`src/rtl/time_field_setter.sv`:
```
// Set-mode controller: walks NUM_FIELDS time fields, increments the edited copy with
// per-field min/max wrap and commits each with a one-cycle load strobe. Macro: AUTO_REPEAT_EN.
module time_field_setter #(
    parameter int NUM_FIELDS  = 3,
    parameter int FIELD_W     = 6,
    parameter int SEL_W       = 2,
    parameter int TIMEOUT_CYC = 1000,
    parameter int BLINK_CYC   = 50
`ifdef AUTO_REPEAT_EN
    ,
    parameter int HOLD_CYC    = 100,
    parameter int REPEAT_CYC  = 20
`endif
) (
    input  logic                          clk,
    input  logic                          rst_n,
    input  logic                          mode_btn,
    input  logic                          inc_btn,
    input  logic [NUM_FIELDS*FIELD_W-1:0] cur_val,
    input  logic [NUM_FIELDS*FIELD_W-1:0] min_val,
    input  logic [NUM_FIELDS*FIELD_W-1:0] max_val,
    output logic [SEL_W-1:0]              set_sel,
    output logic [FIELD_W-1:0]            set_val,
    output logic                          set_load,
    output logic                          busy,
    output logic                          blink
);

    // state     | meaning
    // ST_IDLE   | waiting for mode_btn, inc_btn ignored
    // ST_EDIT   | editing field set_sel, value in set_val, blink running
    // ST_COMMIT | one-cycle load strobe for field set_sel

    typedef enum logic [1:0] {ST_IDLE, ST_EDIT, ST_COMMIT} state_t;

    localparam int TO_W = (TIMEOUT_CYC > 1) ? $clog2(TIMEOUT_CYC) : 1;
    localparam int BL_W = (BLINK_CYC > 1) ? $clog2(BLINK_CYC) : 1;
    localparam logic [TO_W-1:0]  TO_LOAD  = TO_W'(TIMEOUT_CYC - 1);
    localparam logic [BL_W-1:0]  BL_LOAD  = BL_W'(BLINK_CYC - 1);
    localparam logic [SEL_W-1:0] LAST_SEL = SEL_W'(NUM_FIELDS - 1);

    state_t             state, state_nx;
    logic [SEL_W-1:0]   sel_nx, sel_inc;
    logic [FIELD_W-1:0] edit_nx;
    logic [TO_W-1:0]    to_cnt, to_nx;
    logic [BL_W-1:0]    blink_cnt, blink_cnt_nx;
    logic               blink_nx;
    logic               inc_q, inc_edge, rpt_fire, do_inc;

    logic [FIELD_W-1:0] cur_f [NUM_FIELDS];
    logic [FIELD_W-1:0] min_f [NUM_FIELDS];
    logic [FIELD_W-1:0] max_f [NUM_FIELDS];

    for (genvar i = 0; i < NUM_FIELDS; i++) begin : g_unpack
        assign cur_f[i] = cur_val[i*FIELD_W +: FIELD_W];
        assign min_f[i] = min_val[i*FIELD_W +: FIELD_W];
        assign max_f[i] = max_val[i*FIELD_W +: FIELD_W];
    end

    assign inc_edge = inc_btn & ~inc_q;
    assign sel_inc  = set_sel + SEL_W'(1);

`ifdef AUTO_REPEAT_EN
    localparam int RPT_MAX = (HOLD_CYC > REPEAT_CYC) ? HOLD_CYC : REPEAT_CYC;
    localparam int RPT_W   = (RPT_MAX > 1) ? $clog2(RPT_MAX) : 1;

    logic             rpt_on, rpt_on_nx;
    logic [RPT_W-1:0] rpt_cnt, rpt_cnt_nx;

    // Counter measures the held time since the press edge; any release disarms it.
    assign rpt_fire = rpt_on & inc_btn & ~inc_edge & (rpt_cnt == '0);

    always_comb begin
        rpt_on_nx  = 1'b0;
        rpt_cnt_nx = rpt_cnt;
        if (state == ST_EDIT && !mode_btn && inc_btn) begin
            if (inc_edge) begin
                rpt_on_nx  = 1'b1;
                rpt_cnt_nx = RPT_W'(HOLD_CYC - 1);
            end else if (rpt_on) begin
                rpt_on_nx  = 1'b1;
                rpt_cnt_nx = (rpt_cnt == '0) ? RPT_W'(REPEAT_CYC - 1) : rpt_cnt - RPT_W'(1);
            end
        end
    end

    always_ff @(posedge clk or negedge rst_n) begin
        if (!rst_n) begin
            rpt_on  <= 1'b0;
            rpt_cnt <= '0;
        end else begin
            rpt_on  <= rpt_on_nx;
            rpt_cnt <= rpt_cnt_nx;
        end
    end
`else
    assign rpt_fire = 1'b0;
`endif

    always_comb begin
        state_nx     = state;
        sel_nx       = set_sel;
        edit_nx      = set_val;
        to_nx        = to_cnt;
        blink_nx     = 1'b0;
        blink_cnt_nx = blink_cnt;
        do_inc       = 1'b0;
        unique case (state)
            ST_IDLE: begin
                if (mode_btn) begin
                    state_nx = ST_EDIT;
                    sel_nx   = '0;
                    edit_nx  = cur_f[0];
                end
            end
            ST_EDIT: begin
                if (mode_btn) begin
                    state_nx = ST_COMMIT;
                end else begin
                    do_inc = inc_edge | rpt_fire;
                    if (inc_btn)             to_nx = TO_LOAD;
                    else if (to_cnt == '0)   state_nx = ST_IDLE;
                    else                     to_nx = to_cnt - TO_W'(1);
                end
            end
            ST_COMMIT: begin
                if (set_sel == LAST_SEL) begin
                    state_nx = ST_IDLE;
                end else begin
                    state_nx = ST_EDIT;
                    sel_nx   = sel_inc;
                    edit_nx  = cur_f[sel_inc];
                end
            end
            default: state_nx = ST_IDLE;
        endcase

        // Out-of-range values (including min > max) snap to min.
        if (do_inc) begin
            if (set_val >= max_f[set_sel] || set_val < min_f[set_sel])
                edit_nx = min_f[set_sel];
            else
                edit_nx = set_val + FIELD_W'(1);
        end

        if (state_nx == ST_EDIT) begin
            if (state != ST_EDIT) begin
                to_nx        = TO_LOAD;
                blink_nx     = 1'b1;
                blink_cnt_nx = BL_LOAD;
            end else if (blink_cnt == '0) begin
                blink_nx     = ~blink;
                blink_cnt_nx = BL_LOAD;
            end else begin
                blink_nx     = blink;
                blink_cnt_nx = blink_cnt - BL_W'(1);
            end
        end
    end

    always_ff @(posedge clk or negedge rst_n) begin
        if (!rst_n) begin
            state     <= ST_IDLE;
            set_sel   <= '0;
            set_val   <= '0;
            set_load  <= 1'b0;
            busy      <= 1'b0;
            blink     <= 1'b0;
            to_cnt    <= '0;
            blink_cnt <= '0;
            inc_q     <= 1'b0;
        end else begin
            state     <= state_nx;
            set_sel   <= sel_nx;
            set_val   <= edit_nx;
            set_load  <= (state_nx == ST_COMMIT);
            busy      <= (state_nx != ST_IDLE);
            blink     <= blink_nx;
            to_cnt    <= to_nx;
            blink_cnt <= blink_cnt_nx;
            inc_q     <= inc_btn;
        end
    end

endmodule

```
`config.mk`:
```
export PLATFORM = sky130hd
export DESIGN_NAME = time_field_setter
export DESIGN_NICKNAME = d
export VERILOG_FILES = /design/src/rtl/time_field_setter.sv
export SDC_FILE = /design/constraint.sdc
export NUM_CORES = 1
export LEC_CHECK = 0
export BUFFER_PORTS_ARGS = -buffer_cell sky130_fd_sc_hd__clkbuf_2
export CORE_MARGIN = 2
export CORE_UTILIZATION = 31
export DETAILED_ROUTE_END_ITERATION = 7
export GPL_ROUTABILITY_DRIVEN = 0
export PLACE_DENSITY = 0.54
export REMOVE_ABC_BUFFERS = 1
export SLEW_MARGIN = 25
export SYNTH_ARGS = -nofsm -noshare
export SYNTH_HDL_FRONTEND = slang
export SYNTH_SLANG_ARGS = --single-unit
```
`constraint.sdc`:
```
create_clock -name clk -period 2.8 [get_ports clk]
set_clock_uncertainty 0.05 [all_clocks]
set_input_delay 0.28 -clock clk [delete_from_list [all_inputs] [get_ports clk]]
set_output_delay 0.28 -clock clk [all_outputs]
set_load 0.1 [all_outputs]
```
Word-level counts from Yosys, hierarchy flattened
Cells that the tools add are included.
W data, S select, Z words.
{"block": "word_totals", "reg_bits": 30, "inputBits": 58, "output_inout_bits": 11}
{"block": "classes", "addsub": 4, "magnitude_cmp": 4, "eq_ne": 11, "mux": 36, "bitwise": 5, "reduce_logical": 9}
{"cell": "$mux W6", "count": 12}
{"cell": "$mux W10", "count": 6}
{"cell": "$bmux W6 S2", "count": 3}
{"cell": "$mux W2", "count": 6}
{"cell": "$pmux W6 S2", "count": 1}
{"cell": "$logic_not A10 Y1", "count": 1}
{"cell": "$sub A10 B1 Y10 const B", "count": 1}
{"cell": "$add A6 B1 Y6 const B", "count": 1}
{"cell": "$eq A2 B2 Y1 const B", "count": 3}
{"cell": "$ge A3 B3 Y1 const B", "count": 2}
{"cell": "$ge A6 B6 Y1", "count": 1}
{"cell": "$logic_not A6 Y1", "count": 1}
{"cell": "$lt A6 B6 Y1", "count": 1}
{"cell": "$mux W1", "count": 6}
{"cell": "$ne A3 B3 Y1 const B", "count": 2}
{"cell": "$not A2 Y3", "count": 2}
{"cell": "$pmux W2 S3", "count": 1}
{"cell": "$reduce_and A3 Y1", "count": 2}
{"cell": "$sub A6 B1 Y6 const B", "count": 1}
{"cell": "$eq A2 B1 Y1 const B", "count": 2}
{"cell": "$ne A2 B2 Y1 const B", "count": 2}
{"cell": "$pmux W2 S2", "count": 1}
{"cell": "$reduce_bool A2 Y1", "count": 2}
{"cell": "$ne A3 B1 Y1 const B", "count": 1}
{"cell": "7 further kinds", "count": 8}

Longest topological paths before layout
Gate-level depths: netlist of run 1.
{"block": "logic_depth", "depth_word": 8, "ltp_mapped": 12}

Least setup slack after synthesis of run 1
No wires, ideal clock.
{"block": "synth_timing", "kind": "reg-to-reg", "start": "reg set_sel[1]", "end": "reg set_val[0]", "t_arrival_ns": 3.206, "required_time_ns": 2.667, "setup_slack_ns": -0.539, "path_stages_with_launch": 13, "synth_period_minus_slack_ns": 3.339, "cell_sequence": "dfrtp_1 > buf_2 > buf_2 > mux2i_1 > nor2_1 > a21oi_1 > ha_1 > a21o_1 > a31oi_1 > o21ai_0 > a21oi_4 > mux2_2 > o21ai_0"}
{"block": "synth_between", "elab_chain_cells": 8}
{"item": "start, declared", "line": "22", "text": "output logic [SEL_W-1:0] set_sel,"}
{"item": "start signal, assigned", "line": "174", "text": "set_sel <= sel_nx;"}
{"item": "$not A2 Y3 (not written as such) or $add A2 B1 Y2 (tied branches)", "line": "140, 141, 61"}
{"item": "$bmux W6 S2, or another cell as far along", "line": "140", "text": "if (set_val >= max_f[set_sel] || set_val < min_f[set_sel])"}
{"item": "$mux W6 (not written as such), or another cell as far along", "line": "140"}
{"item": "$mux W6 (on tied branches)", "line": "140, 132, 141"}
{"item": "$ge A6 B6 Y1, or another cell as far along", "line": "140"}
{"item": "$logic_or A1 B1 Y1 or $mux W6 (tied branches)", "line": "140, 127"}
{"item": "$mux W6 or $pmux W6 S2 (tied branches)", "line": "140, 108"}
{"item": "$mux W6", "line": "139", "text": "if (do_inc) begin"}
{"item": "end signal, assigned", "line": "175", "text": "set_val <= edit_nx;"}
{"item": "end, declared", "line": "23", "text": "output logic [FIELD_W-1:0] set_val,"}
Parallel ways exist; a longest one is shown, timed or not. The select of a mux whose other input is x is not followed.
A chain may end at the register's enable or synchronous reset.

Final worst setup path of run 1
{"block": "layout_timing", "start": "reg set_sel[1]", "end": "reg set_val[1]"}
The elaborated chain is that of the path after synthesis.

==> results of run 1 <==
power groups by stage:
stage | registers, mW | logic, mW | clock network, mW
after global routing | 0.733 | 2.03 | 0.385
after CTS | 0.709 | 1.83 | 0.359
after global placement | 0.714 | 1.81 | 0
after floorplan | 1.21 | 0.911 | 0
after detailed placement | 0.714 | 1.83 | 0
final | 0.710 | 1.84 | 0.348
placed cells by master, fill, tap and decap left out, drive strengths merged, types with 2 or more instances in the layout:
master | netlist | layout
a211oi | 5 | 5
a21o | 2 | 2
a21oi | 27 | 27
a221o | 3 | 3
a31oi | 2 | 2
and2 | 2 | 2
and3b | 3 | 3
buf | 5 | 8
clkbuf | 6 | 74
dfrtp | 30 | 30
ha | 16 | 16
inv | 8 | 8
mux2 | 5 | 5
mux2i | 14 | 14
nand2 | 17 | 17
nand2b | 5 | 5
nand3 | 7 | 7
nand4b | 2 | 2
nor2 | 27 | 27
nor3 | 3 | 3
nor3b | 2 | 2
o211ai | 2 | 2
o21ai | 24 | 24
o22a | 2 | 2
o31ai | 5 | 5
or2 | 3 | 3
or3 | 3 | 3
or3b | 2 | 2
xnor2 | 6 | 6
xor2 | 4 | 4
flip-flops by register name, indices dropped and copies added, names as in the netlist:
name / count
set_val: 6
blink_cnt: 6
set_load: 1
state: 2
inc_q: 1
blink: 1
set_sel: 2
to_cnt: 10
busy: 1
worst max path at each step:
stage	from	to
6_report	set_sel[1]	set_val[1]
5_1_grt	set_sel[1]	set_val[1]
4_1_cts	set_sel[1]	set_val[1]
3_5_place_dp	set_sel[1]	set_val[1]
3_3_place_gp	set_sel[1]	set_val[0]
2_1_floorplan	set_sel[0]	set_val[0]
metal layers:
layer | GRT usage [%] | part of all wire (%) | up-vias
met2 | 24.04 | 47 | 51
met3 | 3.232 | 6.2 | 7
met1 | 17.72 | 46 | 953
met5 | 0 | 0 | -
li1 | - | - | 1061
met4 | 2.442 | 1.0 | 0
layout make-up:
cell class,instances,area (um2),share of cell area [%]
multi-input combinational,203,1423,50.40
sequential,30,750.7,26.60
timing repair buffer,76,412.9,14.63
tap,99,123.9,4.388
clock buffer,6,82.58,2.926
inverter,8,30.03,1.064
repair_timing:
action | CTS | global route
resized for setup | 0 | 2
setup endpoints to repair | 0 | 4
setup buffers | 0 | 3
worst reg2reg max path, delay by kind of cell, from the launching register on:
kind	cells	cell delay [ns]
AO/OA/AOI/OAI	6	1.01
AND/OR/NAND/NOR	1	0.05
buffers and inverters	1	0.16
flip-flops	1	0.39
adder cells (fa/ha/maj)	1	0.27
multiplexers	2	0.56
logic make-up (layout without fill, tap and decap cells):
logic type,Yosys count,after routing
AND/OR/NAND/NOR,82,82
AO/OA/AOI/OAI,76,76
flip-flops,30,30
multiplexers,19,19
buffers and inverters,19,90
adder cells (fa/ha/maj),16,16
XOR/XNOR,10,10
stage by stage:
stage	hold slack [ns]	TNS [ns]	instances	instance area, um2
global route	0.08171	-0.001244	422	2823
CTS	0.05452	0	419	2794
detailed placement	0.3594	0	413	2711
global placement	0.3565	0	413	2711
finish	0.01758	0	422	2823
floorplan	-0.06559	-4.024	241	2197
==> results.md, run 1 <==
* Total Routing Usage GR at 13.83%
* Crit path max-delay family: compound AO/OA/AOI/OAI gates
* CTS Hold Bufs at 0
* Post-synthesis mux area share at 8.751%
* First-pass GRT wire length at 8645 um
* Netlist cell types at 52
* Max Cap Viol at 0
* Die Width at 89.09 um
* Total stage count of the critical path at 11
* Crit-path max FO at 14
* Site Rows at 31
* Worst-margin pin slew at 0.7644 ns
* Slowest cell on the critical path: dfrtp_1
* ANT cells at 0
* Area contributors post-synth: dfrtp_1, ha_1, mux2i_1
* Reg2reg setup slack at 0.23 ns
* Synth area leader: dfrtp_1
* Via count at 2072
* Worst setup SP type: register
* Post-Synth Adder-Cell Area at 8.919%
* Synth Area in Simple Gates at 19.51%
* Critical path required time at 2.95 ns
* Synth Warn # at 0
* Synthesis-to-finish area growth at 25.75%
* Reg2reg path depth at 11
* CTS max path bufs at 2
* Sequential Power Share at 24.5%
* Post-synth top cells: dfrtp_1, nor2_1, a21oi_1, o21ai_0, nand2_1
* TritonCTS Buffers at 5
* Routed WL at 5493 um
* Total congestion overflow at 0
* Fin crit share at 91.87%
* Reg-to-Reg End: set_val[1]
* Top-count cell post-synth: dfrtp_1
* TritonRoute pass-1 iters at 4
* Rel. slew slack at 49.04%
* Maximum clock rate at 388.8 MHz
* PortBufs at 68
* Root buffer cell: clkbuf_8
* Number of synthesized flops with an enable pin at 0
* Outcome: complete, no violations
* Worst setup margin at 0.2277 ns
* Layout cell share with drive strength beyond 1 at 30.96%
* Syn Area/Cell at 8.907 um2
* Internal Pwr Total at 1.373 mW
* Post-layout util at 39.55%
* Clk slew on worst S/H paths at 0.07 ns
* WL per Instance at 13.02 um
* NumNets Final at 398
* Initial Utilization at 31.45%
* Vias in the first global route at 1876
* Critical Path End Type: register
* CTS tree: built
* Reg-to-Reg Start: set_sel[1]
* P_sw at 1.527 mW
* Hold WC Path Type: input port to async pin
* Initial antenna violation count at 0
* HPWL Detailed at 4216 um
* Clk sink count at 30
* Crit path buffers/inverters at 1
* Largest net degree at the start of global routing at 31
* Xor-xnor portion of the synthesized cell area at 3.902%
* Main combinational cell family by area after synthesis: compound AO/OA/AOI/OAI gates
* Worst path cell trace: buf_12 -> mux2i_1 -> nor2_1 -> a21oi_1 -> ha_1 -> a21o_1 -> a31oi_2 -> o21ai_1 -> a21oi_4 -> mux2_2 -> o21ai_0
* Power Density at 1027 nW/um2
* Vias per inst at 4.910
* Die area at 7937 um2
* DRC at 0
* Data arrival, critical path at 2.72 ns
* Max incr delay on CP at 0.39 ns
* Final hold vios at 0
* Setup CP Type: register to register
* Core area at 7137 um2
* FFs w/ async S/R, synth at 100.0%
* Worst skew pair latency at 0.28 ns
* Mapped cell area at 2245 um2
* Total number of H-tree levels at 2
* Post-synthesis compound-gate area fraction at 22.02%
* Antenna Violating Nets Remaining at 0
* IO Count at 69
* Comb pwr share at 63.5%
* Final Critical Period at 2.572 ns
* Fillers at 765
* Dpl ws at 0.1694 ns
* Final Power at 2.900 mW
* Sw Ratio at 52.65%
* DRT iter0 DRCs at 63
* Clk pwr share at 12.0%
* Final-report max-slew violation count at 0
* Post-synth top flop: dfrtp_1
* IR drop worst, VDD at 0.3695 mV
* Sequential area share after synthesis at 33.44%
* Flop and latch count out of synthesis at 30
* Leakage at 1.246 nW
* Setup violations, final at 0
* Share of the synthesized area in the top cell type at 33.44%
* Die height at 89.09 um
* Post-Syn Instances at 252
(Power assumes the default switching activity.)
==> inputs of run 2 (changes only) <==
--- a/config.mk
+++ b/config.mk
@@ -6,8 +6,10 @@
 export NUM_CORES = 1
 export LEC_CHECK = 0
 export BUFFER_PORTS_ARGS = -buffer_cell sky130_fd_sc_hd__clkbuf_2
+export CORE_ASPECT_RATIO = 1.1
 export CORE_MARGIN = 2
 export CORE_UTILIZATION = 31
+export CTS_CLUSTER_SIZE = 12
 export DETAILED_ROUTE_END_ITERATION = 7
 export GPL_ROUTABILITY_DRIVEN = 0
 export PLACE_DENSITY = 0.54
==> constraint.sdc (replaced) <==
create_clock -name clk -period 2.8 [get_ports clk]
set_clock_uncertainty 0.05 [all_clocks]
set_input_delay 0.28 -clock clk [delete_from_list [all_inputs] [get_ports clk]]
set_output_delay 0.28 -clock clk [all_outputs]
set_load 0.05 [all_outputs]
==> run 2 against run 1 <==
- via count fell by 1.3%
- sequential power fell by 0.6%
- highest routed layer unchanged
- cell count fell by 3.8%
- flip-flop and latch count did not move
- largest power group unchanged
- sequential share of layout area rose by 0.26 points
- worst hold slack barely moved
- largest cell class unchanged
- total power fell by 9.0%
==> results.md, run 2 (synthesis gave the netlist of run 1 again) <==
* Outcome: complete, no violations
* Rel. slew slack at 48.45% (-0.59 points)
* Via count at 2045 (-1.3%)
* Synthesis-to-finish area growth at 24.53%
* Core area at 7007 um2 (-1.8%)
* Final Power at 2.639 mW (-9.0%)
* Power Density at 944.2 nW/um2 (-8.1%)
* Worst setup margin at 0.2605 ns (+0.03276 ns)
* DRT iter0 DRCs at 91 (+44%)
* Dpl ws at 0.2024 ns (+0.03300 ns)
* Die Width at 85.13 um (-4.4%)
* Final hold vios at 0 (unchanged)
* PortBufs at 68 (unchanged)
* Clk slew on worst S/H paths at 0.07 ns (about the same)
* Most frequent cells in the layout: clkbuf_2, dfrtp_1, nor2_1
* Setup bufs post-CTS at 0 (unchanged)
* IO Count at 69 (unchanged)
* Critical Path End Type: register
* Total number of H-tree levels at 2 (unchanged)
* Maximum clock rate at 393.8 MHz (+1.3%)
* Initial Utilization at 32.04% (+0.58 points)
* Hold slack at 0.01756 ns (-0.00002500 ns)
* CTS tree: built
* Die height at 93.25 um (+4.7%)
* TritonRoute pass-1 iters at 4 (unchanged)
* Total Routing Usage GR at 14.14% (+0.31 points)
* Clk sink count at 30 (unchanged)
* Routed WL at 5482 um (-0.20%)
* Max Cap Viol at 0 (unchanged)
* Critical path required time at 2.95 ns (about the same)
* Worst skew pair latency at 0.28 ns (about the same)
* Post-CTS Resized at 0 (unchanged)
* RSZ-0062 raised after global routing: no
* Most common cell after layout, fill and taps aside: clkbuf_2
* Crit-path max FO at 17 (+3)
* Worst path cell trace: buf_12 -> mux2i_1 -> nor2_1 -> a21oi_1 -> ha_1 -> a21o_1 -> a31oi_2 -> o21ai_1 -> a21oi_4 -> mux2_2 -> o21ai_0
* Largest net degree at the start of global routing at 31 (unchanged)
* Final-report max-slew violation count at 0 (unchanged)
* Root buffer cell: clkbuf_8
* Final instance area at 2795 um2 (-0.98%)
* Die area at 7938 um2 (about the same)
* ANT cells at 0 (unchanged)
* Leakage at 1.230 nW (-1.3%)
* CTS max path bufs at 2 (unchanged)
* Post-layout util at 39.89% (+0.34 points)
* Final Critical Period at 2.540 ns (-0.03276 ns)
* First-pass GRT wire length at 9066 um (+4.9%)
* Data arrival, critical path at 2.69 ns (-0.03 ns)
* Post-route insts no fill at 406 (-3.8%)
* Biggest regs: to_cnt x10, blink_cnt x6, set_val x6
* IR drop worst, VDD at 0.3358 mV (-9.1%)
* Setup CP Type: register to register
* Largest Register: to_cnt
* Initial antenna violation count at 0 (unchanged)
* Layout cell share with drive strength beyond 1 at 31.15% (+0.19 points)
* Vias in the first global route at 1915 (+2.1%)
* Slowest cell on the critical path: dfrtp_1
* Setup violations, final at 0 (unchanged)
* Total congestion overflow at 0 (unchanged)
* CTS Hold Bufs at 0 (unchanged)
* Site Rows at 32 (+3.2%)
* Hold WC Path Type: input port to async pin
* Worst-margin pin slew at 0.7732 ns (+0.008807 ns)
* Fin crit share at 90.70% (-1.2 points)
* Vias per inst at 5.037 (+2.6%)
* WL per Instance at 13.50 um (+3.7%)
* Cell Area, Placed at 2686 um2 (-0.92%)
* Max FFs per register at 10 (unchanged)
* Worst setup SP type: register
* Setup_tns at 0 ns (unchanged)
* NumNets Final at 394 (-1.0%)
* DRC at 0 (unchanged)
* Max incr delay on CP at 0.39 ns (about the same)
* Inst Count DP at 398 (-3.6%)
* HPWL Detailed at 4263 um (+1.1%)
* TritonCTS Buffers at 5 (unchanged)
* Antenna Violating Nets Remaining at 0 (unchanged)
run 2: cell count changes in the layout (fill, tap and decap cells not counted):
cell / before / now
buf_4: 7 / 3
a21oi_1: 25 / 23
a21oi_2: 1 / 3
clkinv_2: 0 / 1
clkinvlp_4: 0 / 1
run 2: path summary, 6_finish.rpt:
path	start	to	slack, ns	depth (start not counted)
max	set_sel[1]	set_val[0]	0.26	11
min	rst_n	to_cnt[5]	0.02	1
max reg2reg	set_sel[1]	set_val[0]	0.26	11
min reg2reg	blink_cnt[4]	blink_cnt[4]	0.43	1
max in group asynchronous	rst_n	to_cnt[3]	2.19	1
min in group clk	inc_btn	inc_q	0.15	1
run 2: power breakdown:
part / leakage [nW] / switching, mW / total (mW) / internal (mW)
Clock: 0.0472 / 0.173 / 0.370 / 0.197
Sequential: 0.344 / 0.152 / 0.706 / 0.554
Combinational: 0.839 / 0.947 / 1.56 / 0.616
run 2: worst max-delay path, delay by kind of cell, from the launching register on:
family                   cells  cell delay [ns]
adder cells (fa/ha/maj)      1             0.27
AND/OR/NAND/NOR              1             0.05
multiplexers                 2             0.55
flip-flops                   1             0.39
buffers and inverters        1             0.17
AO/OA/AOI/OAI                6             0.97
run 2: routing by layer:
layer / track usage, % / routed length (um) / up-vias
li1: - / - / 1052
met1: 18.09 / 2441 / 927
met2: 23.70 / 2622 / 60
met3: 3.795 / 359 / 6
met4: 3.439 / 59 / 0
met5: 0 / 0 / -
run 2: final cells by class:
class,instances,area [um2]
Clock buffer,6,82.58
Clock inverter,2,12.51
Fill cell,714,4212
Inverter,8,30.03
Multi-Input combinational cell,203,1430
Sequential cell,30,750.7
Tap cell,85,106.4
Timing Repair Buffer,72,382.9
